--- src/rtl/mdu_seq.sv ---
// Multi-cycle unsigned multiply/divide sequencer. Owns HI/LO and drives a
// shared external 32-bit ALU one step per cycle (shift-and-add multiply,
// restoring divide).
module mdu_seq #(
  parameter int unsigned ITER = 32
) (
  input  logic        clk,
  input  logic        reset,
  input  logic        start,
  input  logic [1:0]  md_op,
  input  logic [31:0] rs,
  input  logic [31:0] rt,
  input  logic [31:0] alu_ans,
  output logic [31:0] alu_in1,
  output logic [31:0] alu_in2,
  output logic [1:0]  alu_op,
  output logic        busy,
  output logic        done,
  output logic [31:0] hi,
  output logic [31:0] lo
);

  localparam int unsigned CW = (ITER > 1) ? $clog2(ITER) : 1;
  localparam logic [CW-1:0] LAST = CW'(ITER - 1);

  localparam logic [1:0] OP_MULTU = 2'b00;
  localparam logic [1:0] OP_DIVU  = 2'b01;
  localparam logic [1:0] OP_MTHI  = 2'b10;
  localparam logic [1:0] OP_MTLO  = 2'b11;

  localparam logic [1:0] ALU_ADD = 2'b00;
  localparam logic [1:0] ALU_SUB = 2'b01;

  typedef enum logic [1:0] {
    IDLE = 2'd0,
    MUL  = 2'd1,
    DIV  = 2'd2
  } state_t;

  state_t        state, state_next;
  logic [31:0]   acc, q, opnd;
  logic [CW-1:0] cnt;
  logic [31:0]   step_acc, step_q;
  logic [32:0]   s;
  logic          carry, borrow, last;

  assign last = (cnt == LAST);

  // State register.
  always_ff @(posedge clk) begin
    if (reset) state <= IDLE;
    else       state <= state_next;
  end

  // Next-state selection.
  always_comb begin
    state_next = state;
    unique case (state)
      IDLE: begin
        if (start && md_op == OP_MULTU) state_next = MUL;
        else if (start && md_op == OP_DIVU) state_next = DIV;
      end
      MUL, DIV: if (last) state_next = IDLE;
      default: state_next = IDLE;
    endcase
  end

  // ALU drive and one multiply/divide step computed from the working registers.
  always_comb begin
    alu_in1  = '0;
    alu_in2  = '0;
    alu_op   = ALU_ADD;
    step_acc = acc;
    step_q   = q;
    s        = {acc, q[31]};
    carry    = 1'b0;
    borrow   = 1'b0;
    unique case (state)
      MUL: begin
        alu_in1 = acc;
        alu_in2 = opnd;
        alu_op  = ALU_ADD;
        carry   = (alu_ans < acc);
        if (q[0]) {step_acc, step_q} = {carry, alu_ans, q[31:1]};
        else      {step_acc, step_q} = {1'b0, acc, q[31:1]};
      end
      DIV: begin
        alu_in1 = s[31:0];
        alu_in2 = opnd;
        alu_op  = ALU_SUB;
        borrow  = (s[31:0] < opnd);
        // s[32] set means the 33-bit partial remainder exceeds any divisor,
        // so the truncated ALU difference is still the exact remainder.
        if (s[32] || !borrow) begin
          step_acc = alu_ans;
          step_q   = {q[30:0], 1'b1};
        end else begin
          step_acc = s[31:0];
          step_q   = {q[30:0], 1'b0};
        end
      end
      default: ;
    endcase
  end

  // Working registers, HI/LO, busy and done.
  always_ff @(posedge clk) begin
    if (reset) begin
      acc  <= '0;
      q    <= '0;
      opnd <= '0;
      cnt  <= '0;
      hi   <= '0;
      lo   <= '0;
      busy <= 1'b0;
      done <= 1'b0;
    end else begin
      done <= 1'b0;
      unique case (state)
        IDLE: begin
          if (start) begin
            unique case (md_op)
              OP_MULTU: begin
                acc  <= '0;
                q    <= rt;
                opnd <= rs;
                cnt  <= '0;
                busy <= 1'b1;
              end
              OP_DIVU: begin
                acc  <= '0;
                q    <= rs;
                opnd <= rt;
                cnt  <= '0;
                busy <= 1'b1;
              end
              OP_MTHI: hi <= rs;
              OP_MTLO: lo <= rs;
              default: ;
            endcase
          end
        end
        MUL, DIV: begin
          if (last) begin
            hi   <= step_acc;
            lo   <= step_q;
            busy <= 1'b0;
            done <= 1'b1;
          end else begin
            acc <= step_acc;
            q   <= step_q;
            cnt <= cnt + 1'b1;
          end
        end
        default: ;
      endcase
    end
  end

endmodule

--- config.mk ---
export PLATFORM = sky130hd
export DESIGN_NAME = mdu_seq
export DESIGN_NICKNAME = d
export VERILOG_FILES = /design/src/rtl/mdu_seq.sv
export SDC_FILE = /design/constraint.sdc
export NUM_CORES = 1
export LEC_CHECK = 0
export ABC_AREA = 1
export BUFFER_PORTS_ARGS = -buffer_cell sky130_fd_sc_hd__buf_2
export CORE_MARGIN = 4
export CORE_UTILIZATION = 36
export DETAILED_ROUTE_END_ITERATION = 16
export PLACE_DENSITY = 0.69
export SETUP_SLACK_MARGIN = 0.2
export SYNTH_ARGS = -nofsm -noshare
export SYNTH_HDL_FRONTEND = slang
export SYNTH_SLANG_ARGS = --single-unit
--- constraint.sdc ---
create_clock -name clk -period 2.7 [get_ports clk]
set_clock_uncertainty 0.15 [all_clocks]
set_input_delay 0 -clock clk [delete_from_list [all_inputs] [get_ports clk]]
set_output_delay 0 -clock clk [all_outputs]
set_load 0.1 [all_outputs]
==> out/metrics.yaml, run 1 <==
status: "complete, no violations"
top_layer_used: "met4"
wl_met3_mm: 3.633
area_growth_pct: 40.25
tns_ps: 0
cts_tree: "done"
worstPathMaxFanout: 17
wl_mm: 41.83
final_area_um2: 15300
overflow: 0
cp-end-kind: "output port"
synthArstFlopShare_pct: 0
yosysWarnings: 0
vias: 12810
nets: 2184
fp.dieArea_um2: 33160
tightest_slew_ps: 716.7
fin_crit_ps: 2481
cts_buffer_depth: 2
hp-class: "in2reg"
place.gp.congestion: 0.9421
cts-root-buf: "clkbuf_16"
crit_chain: "inv_1 -> ha_2 -> buf_4 -> nand2_1 -> a21oi_4 -> buf_12"
dr_wl_met2_mm: 20.08
ys_ff_latch: 169
synthesis.area_um2: 10910
postRouteAntennaNets: 0
hold_violations: 0
first_global_vias: 12360
path_clk_slew_ps: 60
antenna_found_initial: 0
grt_pass1_wl_mm: 64.50
core_area_um2: 29800
portBuffers: 231
slew_violations: 0
timing.max_cap.violations: 0
wirelength_met1_mm: 16.82
seq_area_frac_synth_pct: 31.01
grt_max_degree: 129
crit_buf_inv: 3
clk_latency_ps: 430
worstPathRequired_ps: 2550
cp-start-kind: "register"
pin_count: 233
drt-vias-per-instance: 5.297
die_w_um: 182.1
slew_headroom_pct: 52.22
drive_gt1_share_pct: 18.69
yosysUniqueCellTypes: 32
wl_per_cell_um: 17.30
syn_inst: 1729
setup_viol: 0
syn_area_per_cell_um2: 6.310
synth_nets: 1897
die_height_um: 182.1
htreeDepth: 4
place_ws_ps: 252.1
cpPeakStageDelay_ps: 540
period_share_pct: 91.90
max_clock_freq_ghz: 0.4030
synthFlopType: "dfxtp_1"
grt_usage_pct: 23.73
place_hpwl_mm: 29.44
grt_setup_unrepaired: "yes"
worstPathArrival_ps: 2330
cts_sinks: 169
dpl_cell_area_um2: 13320
drc: 0
cp_top_family: "buffers and inverters"
firstDrtPassIters: 5
synth_edf_count: 0
cts_buffers: 17
slowest_stage: "ha_2"
crit_type: "reg2out"
initial_utilization_pct: 36.62
rows: 63
first_iter_violations: 1157
diodes: 0
fin_ws_ps: 218.7
## Yosys cell counts (4+ instances only)
master | instances | area share [%]
a21oi_1 | 171 | 7.8
a31oi_1 | 26 | 1.5
buf_1 | 7 | 0.24
buf_2 | 21 | 0.96
clkbuf_1 | 81 | 2.8
dfxtp_1 | 169 | 31
ha_1 | 67 | 7.7
inv_1 | 276 | 9.5
inv_2 | 4 | 0.14
nand2_1 | 465 | 16
nand4_1 | 8 | 0.46
nor2_1 | 78 | 2.7
o211ai_1 | 67 | 4.6
o21a_1 | 5 | 0.34
o21ai_0 | 176 | 8.1
o21ai_1 | 25 | 1.1
o22ai_1 | 61 | 3.5
## registers in the layout (all words and copies together), names as in the netlist, 2 cells and up
signal  flops
q          32
acc        32
hi         32
lo         32
state       2
opnd       32
cnt         5
## routing by layer
metal | global-route usage [%] | vias to the layer above
met2 | 40.57 | 659
met4 | 7.685 | 0
met3 | 3.927 | 83
li1 | - | 6213
met1 | 30.57 | 5854
met5 | 0 | -
## worst register-to-register path, stage by stage (launching register included)
cell,delay [ps]
dfxtp_1,400
inv_1,60
ha_1,300
a21oi_1,140
o21ai_0,90
nand2_1,90
a21oi_1,90
nor2_2,220
nand2_8,170
clkbuf_16,230
nand2_1,70
nand2_1,50
nand2_1,70
nand2_1,80
a21oi_1,150
## worst paths after layout
path	end	slack (ps)	cells after the start	from
setup / recovery	alu_in1[1]	220	6	state[0]$_SDFFE_PP0P_
hold / removal	state[0]$_SDFFE_PP0P_	50	6	md_op[1]
hold reg to reg	busy$_SDFFE_PP0P_	310	2	busy$_SDFFE_PP0P_
setup reg to reg	hi[11]$_SDFFE_PP0P_	300	14	opnd[19]$_SDFFE_PP0P_
## repair_timing
action / in CTS / in global routing
hold endpoints to repair: 168 / 0
gates cloned: 0 / 5
resized for setup: 2 / 43
hold buffers: 106 / 0
pin swaps: 0 / 5
endpoints found under the setup margin: 18 / 104
setup buffers: 0 / 0
## layout by cell type, fill, tap and decap left out, types with 6 or more instances in the layout
master           n
a21oi_1        130
a21oi_2         13
a21oi_4         29
a31oi_1         26
buf_12          40
buf_2          194
buf_4           28
bufinv_16        6
clkbuf_16       19
dfxtp_1        161
dfxtp_2          7
dlygate4sd3_1  106
ha_1            65
inv_1          274
nand2_1        461
nand4_1          8
nor2_1          73
o211ai_1        67
o21ai_0        176
o21ai_1         25
o22ai_1         61
## cell type report
type	count	area (µm²)
multi-input cells	1169	6505
flip-flops and latches	169	3396
repair buffers	378	3167
inverters	281	1059
clock inverters	12	235.2
well taps	390	488.0
clock buffers	19	452.9
fillers	2899	14490
## cell families after synthesis
family	count (synthesis)	synth area share, %
compound gates	534	27.22
other cells	1	0.03437
simple gates	563	19.93
xor+xnor	1	0.08029
fa+ha+maj	67	7.683
flops	169	31.01
buf+inv	394	14.04
## through the flow
step / cells / utilization (%) / hold WS [ps]
2_1_floorplan: 1729 / - / -80.93
3_3_place_gp: 2276 / 44.69 / 143.2
3_5_place_dp: 2276 / 44.69 / 146.3
4_1_cts: 2413 / 50.59 / 40.34
5_1_grt: 2418 / 51.36 / 93.62
6_report: 2418 / 51.36 / 51.98
Power of run 1 is not shown: default switching activity piles up to over one toggle a cycle in this logic, so the estimate is an artifact.
==> inputs of run 2 (changes only) <==
CORE_MARGIN = default   (was 4)
==> out/metrics.yaml, run 2 (same netlist as run 1, synthesis figures left out) <==
status: "complete, no violations"
antenna_found_initial: 0  # unchanged
initial_utilization_pct: 36.71  # +0.097 points
min_to: "state[0]$_SDFFE_PP0P_"
drc: 0  # unchanged
cts-root-buf: "clkbuf_16"
cts_sinks: 169  # unchanged
grt_pass1_wl_mm: 63.69  # -1.3%
setup_viol: 0  # unchanged
r2r-end: "acc[28]$_SDFFE_PP0P_"
first_global_vias: 11940  # -3.4%
area_growth_pct: 40.50
cp_top_family: "simple AND/OR/NAND/NOR gates"
r2r_start: "opnd[28]$_SDFFE_PP0P_"
tns_ps: 0  # unchanged
final_common_cell: "nand2_1"
r2r_cells: 14  # unchanged
cpPeakStageDelay_ps: 370  # -170 ps
period_share_pct: 89.92  # -2.0 points
cts_buffer_depth: 2  # unchanged
max_clock_freq_ghz: 0.4119  # +2.2%
hp-start: "md_op[1]"
worstPathArrival_ps: 2610  # +280 ps
crit_buf_inv: 2  # -1
crit_type: "reg2reg"
overflow: 0  # unchanged
place_hpwl_mm: 28.78  # -2.2%
pin_count: 233  # unchanged
slew_headroom_pct: 52.33  # +0.11 points
slew_violations: 0  # unchanged
cts_tree: "done"
grt_usage_pct: 26.08  # +2.3 points
timing.max_cap.violations: 0  # unchanged
drt-vias-per-instance: 5.348  # +0.96%
finish.utilization_pct: 51.59  # +0.23 points
fin_ws_ps: 272.1  # +53.41 ps
hp-class: "in2reg"
hold_depth: 6  # unchanged
htreeDepth: 4  # unchanged
slowest_stage: "dfxtp_2"
grt_setup_unrepaired: "yes"
fp.dieArea_um2: 31010  # -6.5%
cp-end-kind: "register"
grt_max_degree: 129  # unchanged
worstPathMaxFanout: 8  # -9
core_area_um2: 29720  # -0.26%
firstDrtPassIters: 6  # +1
cpMostUsedCell: "nand2_1"
final_cell_mix: "nand2_1 (455), inv_1 (272), buf_2 (192)"
die_height_um: 176.1  # -3.3%
rows: 63  # unchanged
critPathLaunch: "opnd[28]$_SDFFE_PP0P_"
nets: 2183  # -0.046%
wl_mm: 42.18  # +0.84%
crit_chain: "inv_2 -> ha_4 -> nand2_2 -> nor2_4 -> nand4_1 -> nor2_2 -> nand2_2 -> nand2_8 -> clkbuf_16 -> nand2_1 -> nand2_1 -> nand2_1 -> nand2_1 -> a21oi_1"
die_w_um: 176.1  # -3.3%
place_ws_ps: 197.5  # -54.58 ps
diodes: 0  # unchanged
drive_gt1_share_pct: 20.03  # +1.3 points
r2r_setup_slack_ps: 270  # -30 ps
portBuffers: 231  # unchanged
postRouteAntennaNets: 0  # unchanged
path_clk_slew_ps: 70  # about the same
wl_per_cell_um: 17.45  # +0.89%
first_iter_violations: 1276  # +10%
vias: 12930  # +0.92%
fin_crit_ps: 2428  # -53.41 ps
tightest_slew_ps: 715.0  # -1.704 ps
place.gp.congestion: 0.8928  # -5.2%
worstPathRequired_ps: 2880  # +330 ps
cp-start-kind: "register"
clk_latency_ps: 450  # +20 ps
hold_violations: 0  # unchanged
cts_buffers: 17  # unchanged
[run 2: changes by cell type in the layout (fill, tap and decap cells not counted), moves of 5 or more]
cell / previous run / this run
nand2_2: 3 / 10
dfxtp_1: 161 / 149
nand2_1: 461 / 455
dfxtp_2: 7 / 20
ha_1: 65 / 59
ha_4: 1 / 6
[run 2: through the flow]
stage / area (µm²) / std cells / hold WS (ps)
detailed placement: 13300 / 2269 / 165.6
floorplan: 11250 / 1729 / -80.93
global route: 15330 / 2417 / 86.72
finish: 15330 / 2417 / 7.340
global placement: 13300 / 2269 / 165.5
CTS: 14980 / 2407 / 9.066
[run 2: repair_timing]
item                                   in CTS  in global routing
pin swaps                                   0                 13
gates resized for setup                     2                 70
cloned                                      0                  6
buffers inserted                            0                  5
endpoints found under the hold margin     169                  0
setup endpoints to repair                  66                 99
hold buffers                              107                  0
[run 2: worst max-delay path by stage]
stage	to	slack, ps	cells after the start
after floorplan	alu_in2[10]	330	7
after global placement	acc[28]$_SDFFE_PP0P_	220	14
after detailed placement	hi[5]$_SDFFE_PP0P_	200	14
after CTS	hi[6]$_SDFFE_PP0P_	190	14
after global routing	hi[20]$_SDFFE_PP0P_	130	13
final	acc[28]$_SDFFE_PP0P_	270	14
[run 2: final cells by class]
| class | instances | area [µm²] |
|---|---|---|
| Fill cell | 2853 | 14390 |
| Multi-Input combinational cell | 1169 | 6598 |
| Sequential cell | 169 | 3408 |
| Timing Repair Buffer | 377 | 3187 |
| Inverter | 281 | 1059 |
| Tap cell | 390 | 488.0 |
| Clock buffer | 17 | 425.4 |
| Clock inverter | 14 | 165.2 |
[run 2: worst min-delay path, delay by kind of cell]
family / cells / cell delay [ps]
buffers and inverters: 2 / 180
AND/OR/NAND/NOR: 2 / 200
AO/OA/AOI/OAI: 2 / 190
[run 2: layer usage]
layer	up-vias	wire length (µm)	track usage [%]
met4	0	1675	11.16
li1	6226	-	-
met2	633	20240	44.80
met1	5961	16910	31.99
met3	107	3360	4.328
met5	-	0	0
Power of run 2 is left out for the same reason.
